`config.mk`:
```
export PLATFORM = sky130hd
export DESIGN_NAME = mem_d1_rr_arbiter
export DESIGN_NICKNAME = d
export VERILOG_FILES = /design/src/rtl/mem_d1_rr_arbiter.sv
export SDC_FILE = /design/constraint.sdc
export NUM_CORES = 1
export LEC_CHECK = 0
export CORE_AREA = 2 2 103 115
export DETAILED_ROUTE_END_ITERATION = 7
export DIE_AREA = 0 0 105 117
export GPL_TIMING_DRIVEN = 0
export HOLD_SLACK_MARGIN = 0.05
export PLACE_DENSITY = 0.89
export SETUP_SLACK_MARGIN = 0.1
export SLEW_MARGIN = 20
export SYNTH_ARGS = -nofsm -noshare
export SYNTH_HDL_FRONTEND = slang
export SYNTH_SLANG_ARGS = --single-unit
```
`constraint.sdc`:
```
create_clock -name clk -period 1.8 [get_ports clk]
set_input_delay 0.54 -clock clk [delete_from_list [all_inputs] [get_ports clk]]
set_output_delay 0.54 -clock clk [all_outputs]
set_load 0.1 [all_outputs]
```
`src/rtl/mem_d1_rr_arbiter.sv`:
```
`default_nettype none
// ============================================================================
// Module   : mem_d1_rr_arbiter
// Purpose  : Two-client round-robin arbiter sharing a single std_mem_d1.
//            Each access takes IDLE -> ACCESS -> RESP, one access per 3 cycles.
// Revision : 1.0
// ============================================================================
module mem_d1_rr_arbiter #(
  parameter int WIDTH    = 32,
  parameter int IDX_SIZE = 4
) (
  input  logic                clk,
  input  logic                reset,
  input  logic                req0,
  input  logic                req1,
  input  logic [IDX_SIZE-1:0] addr0_i,
  input  logic [IDX_SIZE-1:0] addr1_i,
  input  logic [WIDTH-1:0]    wdata0,
  input  logic [WIDTH-1:0]    wdata1,
  input  logic                we0,
  input  logic                we1,
  output logic [WIDTH-1:0]    rdata0,
  output logic [WIDTH-1:0]    rdata1,
  output logic                done0,
  output logic                done1,
  output logic                grant,
  output logic                busy,
  output logic [IDX_SIZE-1:0] mem_addr0,
  output logic [WIDTH-1:0]    mem_write_data,
  output logic                mem_write_en,
  input  logic [WIDTH-1:0]    mem_read_data,
  input  logic                mem_done
);

  typedef enum logic [1:0] {
    S_IDLE   = 2'd0,
    S_ACCESS = 2'd1,
    S_RESP   = 2'd2
  } state_t;

  state_t              r_state;
  logic                r_grant;
  logic                r_last;
  logic                r_we;
  logic                r_mem_we;
  logic [IDX_SIZE-1:0] r_addr;
  logic [WIDTH-1:0]    r_wdata;
  logic [WIDTH-1:0]    r_rdata0;
  logic [WIDTH-1:0]    r_rdata1;

  logic                w_any_req;
  logic                w_pick;
  logic                w_sel_we;
  logic [IDX_SIZE-1:0] w_sel_addr;
  logic [WIDTH-1:0]    w_sel_wdata;
  logic                w_resp_done;

  // On a tie the client that was not served most recently wins.
  always_comb begin
    w_pick = 1'b0;
    if (req0 && req1) begin
      w_pick = ~r_last;
    end else if (req1) begin
      w_pick = 1'b1;
    end
  end

  assign w_any_req   = req0 | req1;
  assign w_sel_we    = w_pick ? we1     : we0;
  assign w_sel_addr  = w_pick ? addr1_i : addr0_i;
  assign w_sel_wdata = w_pick ? wdata1  : wdata0;

  // Writes wait for the memory acknowledge; a missing one simply stalls RESP.
  assign w_resp_done = (r_state == S_RESP) && (!r_we || mem_done);

  always_ff @(posedge clk or negedge reset) begin
    if (!reset) begin
      r_state  <= S_IDLE;
      r_grant  <= 1'b0;
      r_last   <= 1'b1;
      r_we     <= 1'b0;
      r_mem_we <= 1'b0;
      r_addr   <= '0;
      r_wdata  <= '0;
      r_rdata0 <= '0;
      r_rdata1 <= '0;
    end else begin
      case (r_state)
        S_IDLE: begin
          if (w_any_req) begin
            r_grant  <= w_pick;
            r_we     <= w_sel_we;
            r_mem_we <= w_sel_we;
            r_addr   <= w_sel_addr;
            r_wdata  <= w_sel_wdata;
            r_state  <= S_ACCESS;
          end
        end
        S_ACCESS: begin
          r_mem_we <= 1'b0;
          if (!r_we) begin
            if (r_grant) begin
              r_rdata1 <= mem_read_data;
            end else begin
              r_rdata0 <= mem_read_data;
            end
          end
          r_state <= S_RESP;
        end
        S_RESP: begin
          if (w_resp_done) begin
            r_last  <= r_grant;
            r_addr  <= '0;
            r_wdata <= '0;
            r_state <= S_IDLE;
          end
        end
        default: begin
          r_mem_we <= 1'b0;
          r_addr   <= '0;
          r_wdata  <= '0;
          r_state  <= S_IDLE;
        end
      endcase
    end
  end

  assign rdata0         = r_rdata0;
  assign rdata1         = r_rdata1;
  assign done0          = w_resp_done & ~r_grant;
  assign done1          = w_resp_done &  r_grant;
  assign grant          = r_grant;
  assign busy           = (r_state != S_IDLE);
  assign mem_addr0      = r_addr;
  assign mem_write_data = r_wdata;
  assign mem_write_en   = r_mem_we;

  a_done_exclusive: assert property (@(posedge clk) disable iff (!reset)
    !(done0 && done1));

  a_we_only_in_access: assert property (@(posedge clk) disable iff (!reset)
    mem_write_en |-> (r_state == S_ACCESS));

endmodule
`default_nettype wire

```
* Yosys cells after proc, flatten, opt, wreduce, memory -nomap -nowiden
Cells that the tools add are included.
** Cells by class
- Equal/unequal tests :: 4
- Bitwise gates (word level) :: 8
- Reductions and logical operators :: 13
- Multiplexer cells :: 16
** Operators with widths (number)
- $mux 32 :: 3
- $pmux 32 s3 :: 1
- $mux 4 :: 3
- $pmux 4 s3 :: 1
- $reduce_and 3->1 :: 3
- $reduce_and 2->1 :: 4
- $pmux 2 s3 :: 1
- $not 1->1 :: 5
- $mux 1 :: 4
- $mux 2 :: 2
- $ne 2x2->1 const B :: 2
- $and 1x1->1 :: 2
- $eq 2x1->1 const B :: 1
- $eq 2x2->1 const B :: 1
- $logic_and 1x1->1 :: 2
- $logic_not 2->1 :: 1
- $pmux 1 s2 :: 1
- $reduce_bool 2->1 :: 1
- $logic_not 1->1 :: 1
- $logic_or 1x1->1 :: 1
- $or 1x1->1 :: 1
** Storage, ports and cells
- Bits of input ports :: 111
- Register bits after elaboration :: 106
- Logic and storage cells :: 50
- Output and inout bits :: 105

* Longest topological paths before layout
- Depth after elaboration :: 5
- Mapped depth :: 5
- Depth with buffers taken out :: 3

* Least setup slack after synthesis
OpenSTA, ideal clock, no wires.
- Path kind :: reg2out
- Start point :: reg r_grant (netlist: grant)
- End point :: out done0
- Data required time :: 1.260 ns
- Stages on the path, launching flop included :: 2
- Slack :: -1.030 ns
- Path buffers :: 0
- Arrival time :: 2.290 ns
- Cell sequence :: dfrtp_1 nor2b_1
** Between the ends
- Word-level cells in the longest chain between the ends :: 2
** RTL lines
- from (decl) :: RTL line 42 : logic r_grant;
- from (signal assigned) :: RTL line 91 : r_grant <= w_pick;
- $not 1->1 (no source line)
- $and 1x1->1 :: RTL line 130 : assign done0 = w_resp_done & ~r_grant;
- to (decl) :: RTL line 24 : output logic done0,
No other way between the ends.

* Worst setup path after layout
- Start point :: reg r_state[1]
- End point :: out done0
** Between the ends
- Word-level cells in the longest chain between the ends :: 3
** RTL lines
- from (decl) :: RTL line 41 : state_t r_state;
- from (signal assigned) :: RTL line 78 : r_state <= S_IDLE;
- from (signal assigned) :: RTL line 96 : r_state <= S_ACCESS;
- from (signal assigned) :: RTL line 108 : r_state <= S_RESP;
- $eq 2x2->1 :: RTL line 74 : assign w_resp_done = (r_state == S_RESP) && (!r_we || mem_done);
- $logic_and 1x1->1 :: RTL line 74
- $and 1x1->1 :: RTL line 130
No other way between the ends.

==> flow_metrics.env <==
export IMPL_core_area_sq_um=11180
export IMPL_synth_edf_count=0
export IMPL_async_flop_share_pct=100.0
export IMPL_clk_root_buffer_cell="clkbuf_16"
export IMPL_ys_seq_area_share_pct=60.72
export IMPL_clk_pin_slew_worst_paths_ns=0.07
export IMPL_skew_ns=0.008799
export IMPL_viasPerCell=4.913
export IMPL_cts_max_path_buffers=2
export IMPL_cts_max_level=3
export IMPL_hold_class="input port to async pin"
export IMPL_dr_pass1_iters=4
export IMPL_grt_max_degree=59
export IMPL_cp_data_arrival_time_ns=1.35
export IMPL_clk_latency_ns=0.34
export IMPL_ys_ff_latch=106
export IMPL_maxCapViolCount=0
export IMPL_antenna_left=0
export IMPL_ys_warn_count=0
export IMPL_critPathMaxFanout=5
export IMPL_grt_pass1_wl_mm=18.93
export IMPL_worst_pin_slew_ns=0.5039
export IMPL_netlist_instances=283
export IMPL_area_delta_synth_final_pct=69.42
export IMPL_drtIter0Drc=84
export IMPL_status="finished, violations left"
export IMPL_mostFrequentLayoutCells="106 x clkdlybuf4s50_1, 103 x dfrtp_1, 67 x clkbuf_4"
export IMPL_path_class="register to output port"
export IMPL_seq_area_sq_um=2659
export IMPL_multi_input_area_sq_um=1846
export IMPL_avgSynthCellArea_sq_um=15.44
export IMPL_antenna_found_initial=2
export IMPL_fillerInstances=848
export IMPL_synth_cell_type_count=26
export IMPL_worstSetupStartpoint="r_state[1]"
export IMPL_violations="negative setup slack"
export IMPL_dieArea_sq_um=12290
export IMPL_ios=216
export IMPL_drc=0
export IMPL_port_buffers=215
export IMPL_drt_wl_total_mm=12.86
export IMPL_rsz0062_at_grt="true"
export IMPL_final_common_cell="clkdlybuf4s50_1"
export IMPL_syn_nets=394
export IMPL_cp_data_required_time_ns=1.26
export IMPL_die_h_microns=117
export IMPL_netlist_area_sq_um=4370
export IMPL_core_rowCount=41
export IMPL_final_period_utilization_pct=105.0
export IMPL_end_kind="output port"
export IMPL_grt_overflow_total=0
export IMPL_wl_per_cell_microns=18.63
export IMPL_max_freq_mhz=529.0
export IMPL_cts_buffers=9
export IMPL_grt_pass1_vias=3620
export IMPL_place_congestion=0.7486
export IMPL_slew_headroom_pct=66.64
export IMPL_die_w_microns=105
export IMPL_ctsHoldBuffers=0
export IMPL_r2r_start="r_state[1]"
export IMPL_drive_gt1_share_pct=45.54
export IMPL_start_kind="register"
export IMPL_min_period_ns=1.891
export IMPL_synth_main_ff_cell="dfrtp_1"
export IMPL_finalMaxSlewViolations=0
export IMPL_dp_hpwl_mm=8.975
export IMPL_post_route_util_pct=66.21
export IMPL_setup_viol=31
export IMPL_clkSinkCount=106
export IMPL_vias=3390
export IMPL_start_util_pct=39.08
export IMPL_worst_slack_ns=-0.09054
export IMPL_grt_usage_pct=19.75
export IMPL_hold_viol=0
export IMPL_finalNetCount=644
export IMPL_cts_tree="yes"
critical path, stage by stage (launching register included):
cell and delay, ns:
dfrtp_1 0.35, buf_6 0.12, o211a_4 0.17, nor2b_4 0.18, buf_12 0.19
flip-flops by register name, summed over array words and instances (netlist names):
name / cells
grant: 1
mem_addr0: 4
mem_write_data: 32
mem_write_en: 1
r_last: 1
r_state: 2
r_we: 1
rdata0: 32
rdata1: 32
timing repair:
| item | 4_1_cts | 5_1_grt |
|---|---|---|
| cloned | 0 | 6 |
| resized for setup | 565 | 150 |
| setup buffers | 12 | 5 |
| endpoints found under the setup margin | 197 | 156 |
| pin swaps | 3 | 5 |
layout make-up:
type | count | area share [%]
inverters | 4 | 0.2028
clock buffers | 12 | 3.599
plain buffers | 18 | 2.923
multi-input cells | 155 | 24.92
clock inverters | 4 | 0.4562
diodes | 2 | 0.06759
flip-flops and latches | 106 | 35.91
well taps | 150 | 2.535
repair buffers | 239 | 29.38
synth_stat cells (2+ instances only):
| cell type | n | share of area, % |
|---|---|---|
| mux2_1 | 9 | 2.3 |
| inv_1 | 3 | 0.26 |
| mux2i_1 | 38 | 8.7 |
| buf_2 | 5 | 0.57 |
| clkbuf_1 | 4 | 0.34 |
| dfrtp_1 | 105 | 60 |
| o2bb2ai_1 | 36 | 7.2 |
| buf_6 | 6 | 1.5 |
| nor2_1 | 2 | 0.17 |
| o21ai_0 | 2 | 0.23 |
| buf_4 | 3 | 0.52 |
| mux2_2 | 56 | 14 |
per-layer routing:
metal	GRT usage, %	routed length (microns)	vias to the layer above
li1	-	-	1554
met1	22.40	5061	1664
met2	35.32	6681	143
met3	6.921	839	27
met4	6.222	262	2
met5	0	13	-
cells by family (layout without fill, tap and decap cells):
family	Yosys count	after routing	share of synthesized area (%)
compound gates	45	45	8.760
buf+inv	22	277	3.320
flops	106	106	60.72
mux	103	103	25.45
other cells	0	2	0
simple gates	7	7	1.747
worst paths after layout:
check	depth (start not counted)	slack, ns	end
worst max-delay path	4	-0.09	done0
max in group asynchronous	2	1.02	rdata1[24]
min in group clk	1	0.48	mem_write_data[8]
worst min register to register	1	0.48	mem_write_data[8]
worst max register to register	7	-0.02	rdata0[17]
worst min-delay path	1	0.13	mem_addr0[0]
per-stage QoR:
step           cell area [sq um]  setup TNS (ns)  hold WS, ns  setup WS [ns]  instances
2_1_floorplan               4384               0       0.2444        0.02795        283
3_3_place_gp                6724         -406.35       0.4686         -4.181        648
3_5_place_dp                6753          -39.20       0.4732         -1.335        649
4_1_cts                     6751         -0.2465       0.1392        -0.1298        677
5_1_grt                     7402          -3.216       0.1506        -0.1586        689
6_report                    7405         -0.3960       0.1317       -0.09054        690
Power is not shown: default switching activity piles up to over one toggle a cycle in this logic, so the estimate is an artifact.
